===== config.mk =====
export PLATFORM = sky130hd
export DESIGN_NAME = axi_cmd_arbiter_flat
export DESIGN_NICKNAME = d
export VERILOG_FILES = /design/src/rtl/axi_cmd_arbiter_if.sv /design/src/rtl/axi_cmd_arbiter.sv /design/src/flat_wrapper.sv
export SDC_FILE = /design/constraint.sdc
export NUM_CORES = 1
export LEC_CHECK = 0
export ABC_CLOCK_PERIOD_IN_PS = 4100
export CORE_UTILIZATION = 47
export DETAILED_ROUTE_END_ITERATION = 16
export GPL_TIMING_DRIVEN = 0
export PLACE_DENSITY = 0.87
export REMOVE_ABC_BUFFERS = 1
export SYNTH_ARGS = -nofsm -noshare
export SYNTH_HDL_FRONTEND = slang
export SYNTH_SLANG_ARGS = --single-unit

===== constraint.sdc =====
create_clock -name clk -period 4.1 [get_ports clk]
set_input_delay 0.82 -clock clk [delete_from_list [all_inputs] [get_ports clk]]
set_output_delay 0.82 -clock clk [all_outputs]
set_load 0.01 [all_outputs]

===== src/rtl/axi_cmd_arbiter_if.sv =====
// axi_cmd_arbiter_if: requester ports and simple AXI master command bus around the arbiter
interface axi_cmd_arbiter_if #(
    parameter int ADDR_WIDTH = 32,
    parameter int DATA_WIDTH = 32
);
    logic req0, rw0, done0;
    logic req1, rw1, done1;
    logic [ADDR_WIDTH-1:0] addr0, addr1, m_addr;
    logic [DATA_WIDTH-1:0] wdata0, wdata1, m_wdata, rdata, m_rdata;
    logic err, txn, m_rw, m_rvalid, m_busy;
    logic [1:0] gnt;
    modport slave (
        input req0, rw0, addr0, wdata0, req1, rw1, addr1, wdata1, m_rdata, m_rvalid, m_busy,
        output done0, done1, rdata, err, gnt, txn, m_rw, m_addr, m_wdata
    );
    modport master (
        output req0, rw0, addr0, wdata0, req1, rw1, addr1, wdata1, m_rdata, m_rvalid, m_busy,
        input done0, done1, rdata, err, gnt, txn, m_rw, m_addr, m_wdata
    );
endinterface


===== src/rtl/axi_cmd_arbiter.sv =====
// axi_cmd_arbiter: round-robin sharing of one simple AXI-Lite command port between two requesters
module axi_cmd_arbiter #(
    parameter int ADDR_WIDTH = 32,
    parameter int DATA_WIDTH = 32,
    parameter int TIMEOUT = 1024
) (
    input logic clk,
    input logic rst,
    axi_cmd_arbiter_if.slave bus
);
    typedef enum logic [2:0] {IDLE, ISSUE, WAIT_START, WAIT_DONE, RESP, DRAIN} state_t;
    localparam int CW = $clog2(TIMEOUT);
    state_t state;
    logic last;
    logic pick;
    logic tmo;
    logic [CW-1:0] cnt;
    logic [DATA_WIDTH-1:0] cap;
    always_comb pick = (bus.req0 && bus.req1) ? ~last : bus.req1;
    // cnt lags the cycle count by one, so this lands the error response TIMEOUT cycles after txn
    always_comb tmo = cnt == CW'(TIMEOUT - 2);
    always_ff @(posedge clk) begin
        if (rst) begin
            state <= IDLE;
            last <= 1'b1;
            cnt <= '0;
            cap <= '0;
            bus.gnt <= '0;
            bus.txn <= 1'b0;
            bus.m_rw <= 1'b0;
            bus.m_addr <= '0;
            bus.m_wdata <= '0;
            bus.rdata <= '0;
            bus.err <= 1'b0;
            bus.done0 <= 1'b0;
            bus.done1 <= 1'b0;
        end else begin
            bus.txn <= 1'b0;
            bus.done0 <= 1'b0;
            bus.done1 <= 1'b0;
            case (state)
                IDLE: if (!bus.m_busy && (bus.req0 || bus.req1)) begin
                    bus.gnt <= pick ? 2'b10 : 2'b01;
                    last <= pick;
                    bus.m_rw <= pick ? bus.rw1 : bus.rw0;
                    bus.m_addr <= pick ? bus.addr1 : bus.addr0;
                    bus.m_wdata <= pick ? bus.wdata1 : bus.wdata0;
                    cap <= '0;
                    bus.txn <= 1'b1;
                    state <= ISSUE;
                end
                ISSUE: begin
                    cnt <= '0;
                    state <= WAIT_START;
                end
                WAIT_START, WAIT_DONE: begin
                    cnt <= cnt + 1'b1;
                    if (state == WAIT_DONE && bus.m_rvalid) cap <= bus.m_rdata;
                    if (state == WAIT_DONE && !bus.m_busy) begin
                        bus.rdata <= !bus.m_rw ? '0 : bus.m_rvalid ? bus.m_rdata : cap;
                        bus.err <= 1'b0;
                        bus.done0 <= bus.gnt[0];
                        bus.done1 <= bus.gnt[1];
                        state <= RESP;
                    end else if (tmo) begin
                        bus.rdata <= '0;
                        bus.err <= 1'b1;
                        bus.done0 <= bus.gnt[0];
                        bus.done1 <= bus.gnt[1];
                        state <= RESP;
                    end else if (state == WAIT_START && bus.m_busy) begin
                        state <= WAIT_DONE;
                    end
                end
                RESP: begin
                    bus.gnt <= '0;
                    state <= (bus.err && bus.m_busy) ? DRAIN : IDLE;
                end
                DRAIN: if (!bus.m_busy) state <= IDLE;
                default: state <= IDLE;
            endcase
        end
    end
endmodule


===== src/flat_wrapper.sv =====
// flat-port wrapper written by rule: the top's interface ports become plain ports
module axi_cmd_arbiter_flat 
#(
    parameter int ADDR_WIDTH = 32,
    parameter int DATA_WIDTH = 32,
    parameter int TIMEOUT = 1024
)
  (clk, rst, bus_req0, bus_rw0, bus_addr0, bus_wdata0, bus_req1, bus_rw1, bus_addr1, bus_wdata1, bus_m_rdata, bus_m_rvalid, bus_m_busy, bus_done0, bus_done1, bus_rdata, bus_err, bus_gnt, bus_txn, bus_m_rw, bus_m_addr, bus_m_wdata);
  axi_cmd_arbiter_if #(.ADDR_WIDTH(ADDR_WIDTH), .DATA_WIDTH(DATA_WIDTH)) bus_i ();
  input logic clk;
  input logic rst;
  input wire logic [$bits(bus_i.req0)-1:0] bus_req0;
  input wire logic [$bits(bus_i.rw0)-1:0] bus_rw0;
  input wire logic [$bits(bus_i.addr0)-1:0] bus_addr0;
  input wire logic [$bits(bus_i.wdata0)-1:0] bus_wdata0;
  input wire logic [$bits(bus_i.req1)-1:0] bus_req1;
  input wire logic [$bits(bus_i.rw1)-1:0] bus_rw1;
  input wire logic [$bits(bus_i.addr1)-1:0] bus_addr1;
  input wire logic [$bits(bus_i.wdata1)-1:0] bus_wdata1;
  input wire logic [$bits(bus_i.m_rdata)-1:0] bus_m_rdata;
  input wire logic [$bits(bus_i.m_rvalid)-1:0] bus_m_rvalid;
  input wire logic [$bits(bus_i.m_busy)-1:0] bus_m_busy;
  output wire logic [$bits(bus_i.done0)-1:0] bus_done0;
  output wire logic [$bits(bus_i.done1)-1:0] bus_done1;
  output wire logic [$bits(bus_i.rdata)-1:0] bus_rdata;
  output wire logic [$bits(bus_i.err)-1:0] bus_err;
  output wire logic [$bits(bus_i.gnt)-1:0] bus_gnt;
  output wire logic [$bits(bus_i.txn)-1:0] bus_txn;
  output wire logic [$bits(bus_i.m_rw)-1:0] bus_m_rw;
  output wire logic [$bits(bus_i.m_addr)-1:0] bus_m_addr;
  output wire logic [$bits(bus_i.m_wdata)-1:0] bus_m_wdata;
  assign bus_i.req0 = bus_req0;
  assign bus_i.rw0 = bus_rw0;
  assign bus_i.addr0 = bus_addr0;
  assign bus_i.wdata0 = bus_wdata0;
  assign bus_i.req1 = bus_req1;
  assign bus_i.rw1 = bus_rw1;
  assign bus_i.addr1 = bus_addr1;
  assign bus_i.wdata1 = bus_wdata1;
  assign bus_i.m_rdata = bus_m_rdata;
  assign bus_i.m_rvalid = bus_m_rvalid;
  assign bus_i.m_busy = bus_m_busy;
  assign bus_done0 = bus_i.done0;
  assign bus_done1 = bus_i.done1;
  assign bus_rdata = bus_i.rdata;
  assign bus_err = bus_i.err;
  assign bus_gnt = bus_i.gnt;
  assign bus_txn = bus_i.txn;
  assign bus_m_rw = bus_i.m_rw;
  assign bus_m_addr = bus_i.m_addr;
  assign bus_m_wdata = bus_i.m_wdata;
  axi_cmd_arbiter #(.ADDR_WIDTH(ADDR_WIDTH), .DATA_WIDTH(DATA_WIDTH), .TIMEOUT(TIMEOUT)) u_core (.clk(clk), .rst(rst), .bus(bus_i));
endmodule

======== Word-level counts from Yosys, hierarchy flattened ========
Index checks and enable logic that the tools add are counted.
operators by class
  add/sub/neg operators ................... 1
  $mul .................................... 0
  div/mod/pow operators ................... 0
  magnitude comparators ................... 0
  equal/unequal tests ..................... 10
  shifts and indexed selects .............. 0
  muxes and demuxes ....................... 29
  bitwise logic cells ..................... 3
  reductions and logical operators ........ 21
operator list
  kind                                                                   count
  32-bit two-way mux                                                     8
  32-bit one-hot mux with 2 select lines                                 1
  10-bit one-hot mux with 2 select lines                                 1
  3-bit two-way mux                                                      6
  3-bit one-hot mux with 5 select lines                                  1
  10-bit by 1-bit adder with 10-bit output, second input constant        1
  10-bit equality test, second input constant                            1
  1-bit two-way mux                                                      9
  2-bit nonzero test                                                     4
  3-bit by 2-bit equality test with 1-bit output, second input constant  2
  3-bit equality test, second input constant                             2
  1-bit logical AND                                                      6
  2-bit AND reduction                                                    3
  3-bit AND reduction                                                    2
  2-bit OR reduction                                                     3
  2-bit two-way mux                                                      2
  2-bit by 1-bit != test with 1-bit output, second input constant        2
  4-bit by 1-bit != test with 1-bit output, second input constant        1
  2-bit one-hot mux with 2 select lines                                  1
  3-bit by 1-bit equality test with 1-bit output, second input constant  1
  3-bit zero test                                                        1
  1-bit inverter                                                         3
  2-bit != test, second input constant                                   1
  1-bit zero test                                                        1
  1-bit logical OR                                                       1
storage, ports and cells
  flip-flop bits (word level) ............. 149
  bits in latches ......................... 0
  bits in writable memories ............... 0
  memory bits (read-only) ................. 0
  output and inout port bits .............. 103
  word-level logic and storage cells ...... 77
  memories ................................ 0

======== Depth between registers and ports, before layout ========
Gate-level depths: netlist (run 1).
  depth in word-level cells ............... 6
  gate-level depth with buffers ........... 7
  mapped depth without buffers ............ 6

======== Worst setup path after synthesis (run 1) ========
Ideal clock, no wire load.
  path kind ............................... input port to flip-flop
  start ................................... input port rst
  end ..................................... register u_core.bus.m_wdata[15]
  library setup time ...................... 146 ps
  data arrival time ....................... 1,833 ps
  required time ........................... 3,954 ps
  slack ................................... 2,121 ps
  cell stages on the path ................. 4
  cell sequence ........................... clkbuf_1 -> clkbuf_1 -> clkbuf_1 -> a211oi_2
RTL lines
  element               RTL line                  source
  from (decl)           flat_wrapper.sv:11        input logic rst;
  to (signal assigned)  axi_cmd_arbiter.sv:47     bus.m_wdata <= pick ? bus.wdata1 : bus.wdata0;
  to (decl)             axi_cmd_arbiter_if.sv:14  output done0, done1, rdata, err, gnt, txn, m_rw, m_addr, m_wdata
No word-level cell between the ends.

======== Worst setup path after layout (run 1) ========
  start ................................... input port bus_m_busy
  end ..................................... register u_core.bus.m_wdata[0]
between the ends
  word-level cells in the longest chain between the ends .. 3
RTL lines
  element                               RTL line               source
  from (decl)                           flat_wrapper.sv:22     input wire logic [$bits(bus_i.m_busy)-1:0] bus_m_busy;
  1-bit zero test                       axi_cmd_arbiter.sv:42  IDLE: if (!bus.m_busy && (bus.req0 || bus.req1)) begin
  1-bit logical AND                     axi_cmd_arbiter.sv:42
  2-bit AND reduction (no source line)  -
No other way between the ends.
A chain may end at the register's enable or synchronous reset.

==> metrics.yaml, run 1 <==
power_and_ir_drop:
  seq_power_share_pct: 37.4
  power_switching_mw: 1.24
  p_int_mw: 3.24
  p_sw_share_pct: 27.6
  ir_drop_v: 0.000296
  p_per_area_nw_per_um2: 444
  p_comb_share_pct: 26.4
  p_leak_nw: 3.71
  p_clk_share_pct: 36.2
critical_path:
  worstSetupStartpointType: "input pin"
  cpLargestDelayFamily: "buffers and inverters"
  cp.required_ns: 4.41
  cp_data_arrival_time_ns: 3.36
  reg2reg_depth: 7
  crit_top_cell: "buf_12"
  cp.buffers_inverters: 4
  reg2reg_to: "u_core.bus.m_wdata[0]"
  timing.rr.start: "u_core.state[2]"
  rrSetupSlack_ns: 1.49
  path_class: "in2reg"
  path_cells: "clkdlybuf4s50_1 > o21bai_1 > nor2_4 > buf_16 > buf_12 > buf_12 > nor2_1 > a211oi_1"
  critPathMaxFanout: 46
  critPathMaxStageDelay_ns: 0.62
  endpoint_kind: "register"
  crit_slowest_cell: "nor2_4"
floorplanning:
  initial_core_util_pct: 49.0
  die_area_um2: 14500
  rows: 42
  die_x_um: 121
  die_h_um: 121
  core_um2: 13500
  pin_count: 271
detailed_routing:
  wl_per_cell_um: 17.3
  drt-total-wl_um: 18900
  vias: 5846
  via_per_inst: 5.36
  first_pass_iters: 5
  dr.first_iter.drc_count: 341
  ant_nets: 0
  drc: 0
clock_tree:
  root_buffer: "clkbuf_16"
  clkTransAtPathRegs_ns: 0.06
  clock_path_buffers: 2
  htree_levels: 4
  cts_resized: 0
  cts.hold.buffers_added: 0
  cts_buffers: 17
  clock_sinks: 149
  post_cts_buffers: 0
  clk_latency_ns: 0.41
  cts_tree: "built"
global_route:
  grt_max_degree: 63
  antenna_found_initial: 0
  grt_pass1_vias: 5751
  grt_first_pass_wirelength_um: 29400
  track_usage_pct: 26.0
  overflow: 0
place:
  dp_hpwl_um: 13200
  place_area_um2: 9450
  numPortBuffers: 270
  gp_congestion: 0.797
synth:
  ys_ff_latch: 149
  synth_warnings: 0
  synth_top_area_share_pct: 45.1
  syn_area_per_cell_um2: 10.0
  synth_ff_type: "dfxtp_1"
  syn_inst: 659
  synth.distinct_cells: 45
  yosysSeqAreaShare_pct: 45.1
  netlist_area_um2: 6610
  synthTopCellsByArea: "dfxtp_1 (45%), mux2i_1 (20%), nor2_1 (6.4%), a211oi_1 (5.3%), o2bb2ai_1 (4.2%)"
  ys_top_cells_by_count: "dfxtp_1 (149), mux2i_1 (129), nor2_1 (112)"
  async_flop_share_pct: 0
  synth_edf_count: 0
  synth_area_leader_cell: "dfxtp_1"
  yosysMostFrequentCell: "dfxtp_1"
sta:
  rsz0062_at_grt: "no"
  worst_pin_slew_ns: 0.971
  skew_ns: 0.00659
  fmax_mhz: 328
  hold_violations: 0
  period_minus_slack_ns: 3.05
  max_slew_margin_pct: 35.1
  setup_viol: 0
  finalMaxSlewViolations: 0
  fin_setup_tns_ns: 0
  fin_crit_sh_pct: 74.3
cells_and_area:
  area_delta_synth_final_pct: 52.4
  diodes: 0
  final_cell_area_um2: 10100
  multi_input_area_um2: 3360
  drive_gt1_share_pct: 7.66
  fin_nets: 1072
  nFillCells: 961
  seqCellArea_um2: 2980
min_path:
  min_from: "u_core.bus.rdata[6]"
  hold_end: "u_core.bus.rdata[6]"
  hp-class: "reg2reg"
  hold_depth: 1
status:
  status: "finished, final reports clean"
flow_run:
  cap_violations: 0
## area by class of cell
cell class,instances,area share [%]
multi-input cells,453,33.3
clock inverters,8,1.20
well taps,176,2.18
repair buffers,279,28.7
inverters,2,0.0745
clock buffers,23,4.94
flip-flops and latches,149,29.6
## logic make-up after synthesis
kind of cell	share of synthesized area [%]
AND/OR/NAND/NOR	13.4
flip-flops	45.1
AO/OA/AOI/OAI	17.0
multiplexers	19.5
buffers and inverters	4.58
adder cells (fa/ha/maj)	0.378
## how the worst max path moves through the flow
stage	to	start	depth (start not counted)
finish	u_core.bus.m_wdata[0]	bus_m_busy	8
CTS	u_core.bus.m_wdata[0]	bus_m_busy	8
global route	u_core.bus.m_wdata[0]	bus_m_busy	8
global placement	u_core.bus.m_wdata[21]	bus_req1	4
detailed placement	u_core.bus.m_addr[3]	bus_m_busy	8
floorplan	u_core.bus.m_wdata[10]	bus_req1	3
## layer usage
layer | track usage [%] | part of all wire (%)
met1 | 29.6 | 41
met2 | 45.0 | 50
met3 | 9.48 | 7.8
met4 | 8.41 | 1.5
met5 | 0 | 0
## sequential cells by signal, summed over array words and instances (netlist names)
register,cells
u_core.cap,32
u_core.bus.done1,1
u_core.bus.gnt,2
u_core.state,3
u_core.bus.m_rw,1
u_core.bus.txn,1
u_core.bus.rdata,32
u_core.bus.m_addr,32
u_core.cnt,10
u_core.bus.err,1
u_core.bus.done0,1
u_core.bus.m_wdata,32
u_core.last,1
## power groups by stage
stage,Sequential [mW],Combinational [mW],Clock (mW)
3_5_place_dp,1.70,1.18,0
5_1_grt,1.69,1.28,1.71
4_1_cts,1.67,1.19,1.64
2_1_floorplan,1.74,0.555,0
3_3_place_gp,1.69,1.16,0
6_report,1.67,1.18,1.62
## layout by cell type, fill, tap and decap left out, types with 3 or more instances in the layout
cell / Yosys / final
clkdlybuf4s50_1: 0 / 268
dfxtp_1: 149 / 149
mux2i_1: 129 / 129
nor2_1: 112 / 112
a211oi_1: 47 / 47
o2bb2ai_1: 32 / 32
and2_1: 32 / 32
a211oi_2: 20 / 20
clkbuf_16: 0 / 17
a21oi_1: 11 / 11
nand2_1: 9 / 9
nand3_1: 8 / 7
buf_12: 0 / 7
o21ai_0: 6 / 6
clkbuf_8: 0 / 5
and3_1: 4 / 4
nand2b_1: 3 / 3
and4_1: 3 / 3
nand4_1: 3 / 3
a31oi_1: 3 / 3
bufinv_16: 0 / 3
clkinv_2: 0 / 3
## worst register-to-register path, cell delays in order, from the launching register on
cell	delay, ns
dfxtp_1	0.44
or3_4	0.48
nor2_4	0.53
buf_16	0.27
buf_12	0.21
buf_12	0.24
nor2_1	0.08
a211oi_1	0.25
## metrics by stage
stage          hold slack [ns]  util [%]  setup WS (ns)  instances  total power [mW]
4_1_cts                  0.464      74.6           1.08       1090              4.51
5_1_grt                  0.475      74.6          0.862       1090              4.68
2_1_floorplan            0.437         -          -2.01        604              2.30
3_3_place_gp             0.442      68.4          -4.49       1050              2.85
3_5_place_dp             0.445      70.0          0.714       1059              2.88
6_report                 0.463      74.6           1.05       1090              4.48
(Power assumes the default switching activity.)
==> inputs of run 2 (changes only) <==
--- a/config.mk
+++ b/config.mk
@@ -5,11 +5,11 @@
 export SDC_FILE = /design/constraint.sdc
 export NUM_CORES = 1
 export LEC_CHECK = 0
-export ABC_CLOCK_PERIOD_IN_PS = 4100
-export CORE_UTILIZATION = 47
+export ABC_CLOCK_PERIOD_IN_PS = 3100
+export CORE_UTILIZATION = 43
 export DETAILED_ROUTE_END_ITERATION = 16
 export GPL_TIMING_DRIVEN = 0
-export PLACE_DENSITY = 0.87
+export PLACE_DENSITY = 0.8
 export REMOVE_ABC_BUFFERS = 1
 export SYNTH_ARGS = -nofsm -noshare
 export SYNTH_HDL_FRONTEND = slang
==> constraint.sdc (replaced) <==
create_clock -name clk -period 3.1 [get_ports clk]
set_input_delay 0.62 -clock clk [delete_from_list [all_inputs] [get_ports clk]]
set_output_delay 0.62 -clock clk [all_outputs]
set_load 0.01 [all_outputs]
==> run 2 against run 1 <==
Against the previous run:
- non-clock buffer count increased by 1
- hold slack got worse by 0.0032 ns
- register-to-register slack worse by 0.91 ns
- largest cell class unchanged
- via count decreased by 1.2%
- routed wire length is 1.5% lower
- final area rose by 0.78%
- highest routed layer unchanged
- first-iteration DRC count fell by 22%
- clock power grew 37%
- critical endpoint is now u_core.bus.m_addr[31]
- power increased by 34%
- global-route usage fell by 2.3 points
- worst setup slack got worse by 0.69 ns
==> metrics.yaml, run 2 (synthesis results as in run 1) <==
clock_tree:
  clkTransAtPathRegs_ns: 0.06  # about the same
  cts_resized: 0  # unchanged
  cts_tree: "built"
  root_buffer: "clkbuf_16"
  post_cts_buffers: 0  # unchanged
  clock_sinks: 149  # unchanged
  clk_latency_ns: 0.42  # about the same
  cts.hold.buffers_added: 0  # unchanged
  cts_buffers: 17  # unchanged
  htree_levels: 4  # unchanged
  clock_path_buffers: 2  # unchanged
global_route:
  track_usage_pct: 23.8  # -2.3 points
  grt_max_degree: 69  # +9.5%
  grt_pass1_vias: 5700  # -0.89%
  overflow: 0  # unchanged
  antenna_found_initial: 1  # +1
  grt_first_pass_wirelength_um: 29500  # +0.28%
sta:
  worst_pin_slew_ns: 0.901  # -0.0706 ns
  fin_crit_sh_pct: 88.2
  setup_viol: 0  # unchanged
  period_minus_slack_ns: 2.73
  max_slew_margin_pct: 39.8  # +4.7 points
  fmax_mhz: 366
  finalMaxSlewViolations: 0  # unchanged
  rsz0062_at_grt: "no"
  skew_ns: 0.00862  # +0.00203 ns
  hold_violations: 0  # unchanged
cells_and_area:
  layout_commonest_cell: "clkdlybuf4s50_1"
  instances_no_fill: 1101  # +1.0%
  area_delta_synth_final_pct: 53.6
  drive_gt1_share_pct: 7.86  # +0.20 points
  layout_common_cells: "clkdlybuf4s50_1 (268), dfxtp_1 (149), mux2i_1 (129), nor2_1 (112), a211oi_1 (47)"
  nFillCells: 1154  # +20%
  fin_nets: 1073  # +0.093%
power_and_ir_drop:
  finalPower_mw: 6.01  # +34%
  p_per_area_nw_per_um2: 592  # +33%
  p_leak_nw: 3.73  # +0.43%
  ir_drop_v: 0.000459  # +55%
min_path:
  hold_depth: 1  # unchanged
  min_from: "u_core.bus.rdata[11]"
  hold_end: "u_core.bus.rdata[11]"
  hp-class: "reg2reg"
place:
  numPortBuffers: 270  # unchanged
  dp_hpwl_um: 13200  # +0.36%
  gp_congestion: 0.759  # -4.8%
  dp.cells: 1068  # +0.85%
detailed_routing:
  drc: 0  # unchanged
  vias: 5776  # -1.2%
  ant_nets: 0  # unchanged
  dr.first_iter.drc_count: 267  # -22%
  wl_per_cell_um: 16.9  # -2.5%
  first_pass_iters: 5  # unchanged
  drt-total-wl_um: 18600  # -1.5%
  via_per_inst: 5.25  # -2.2%
critical_path:
  endpoint_kind: "register"
  timing.rr.start: "u_core.state[2]"
  reg2reg_to: "u_core.bus.m_addr[31]"
  reg2reg_depth: 7  # unchanged
  cp.required_ns: 3.42  # -0.99 ns
  path_class: "in2reg"
  rrSetupSlack_ns: 0.58  # -0.91 ns
  critPathMaxFanout: 41  # -11%
  cp_data_arrival_time_ns: 3.06  # -0.30 ns
  worstSetupStartpointType: "input pin"
floorplanning:
  initial_core_util_pct: 44.8  # -4.1 points
  core_um2: 14800  # +9.2%
  pin_count: 271  # unchanged
  die_h_um: 126  # +4.5%
  rows: 44  # +4.8%
  die_area_um2: 15900  # +9.1%
  die_x_um: 126  # +4.5%
status:
  status: "finished, final reports clean"
flow_run:
  cap_violations: 0  # unchanged
==> run 2: how the worst max path moves through the flow <==
| stage | startpoint | end | slack, ns | cells past startpoint |
|---|---|---|---|---|
| global placement | bus_req1 | u_core.bus.m_wdata[25] | -5.22 | 4 |
| finish | bus_m_busy | u_core.bus.m_addr[31] | 0.37 | 8 |
| detailed placement | bus_m_busy | u_core.bus.m_wdata[2] | 0.03 | 8 |
| CTS | u_core.state[2] | u_core.bus.rdata[10] | 0.25 | 4 |
| floorplan | bus_req1 | u_core.bus.m_wdata[10] | -2.81 | 3 |
| global route | bus_m_busy | u_core.bus.m_addr[9] | 0.24 | 8 |
==> run 2: cell type report <==
type                            instances  area, um^2  area share (%)
Clock buffer                           21         470            4.63
Sequential cell                       149        2980            29.4
Inverter                                2        7.51          0.0739
Tap cell                              184         230            2.27
Clock inverter                         11         173            1.70
Multi-Input combinational cell        453        3360            33.1
Timing Repair Buffer                  280        2930            28.9
Antenna cell                            1        2.50          0.0246
==> run 2: report_power, final <==
part	internal [mW]	switching [mW]	leakage, nW
Sequential	2.10	0.115	1.21
Combinational	0.830	0.747	2.21
Clock	1.41	0.804	0.302
Total	4.34	1.67	3.73
==> run 2: critical path: stages <==
cell and delay (ns):
clkdlybuf4s50_1 0.50, o21bai_1 0.35, nor2_4 0.50, buf_12 0.29, buf_12 0.23, buf_16 0.21, nor2_1 0.07, a211oi_1 0.24
==> run 2: metrics by stage <==
step / utilization [%] / cell area [um^2] / setup slack, ns / hold WS [ns] / setup TNS, ns
floorplan: - / 6320 / -2.81 / 0.437 / -186.42
global placement: 62.7 / 9250 / -5.22 / 0.443 / -529.62
detailed placement: 64.4 / 9510 / 0.0274 / 0.445 / 0
CTS: 68.8 / 10100 / 0.246 / 0.465 / 0
global route: 68.8 / 10200 / 0.245 / 0.473 / 0
finish: 68.8 / 10200 / 0.365 / 0.460 / 0
==> run 2: routing by layer <==
metal | share of wire [%] | vias up | wire [um] | track usage, %
met4 | 1.4 | 0 | 267 | 8.50
met3 | 8.3 | 18 | 1540 | 9.69
met2 | 49 | 173 | 9180 | 39.9
met5 | 0 | - | 0 | 0
met1 | 41 | 2717 | 7630 | 27.2
li1 | - | 2868 | - | -
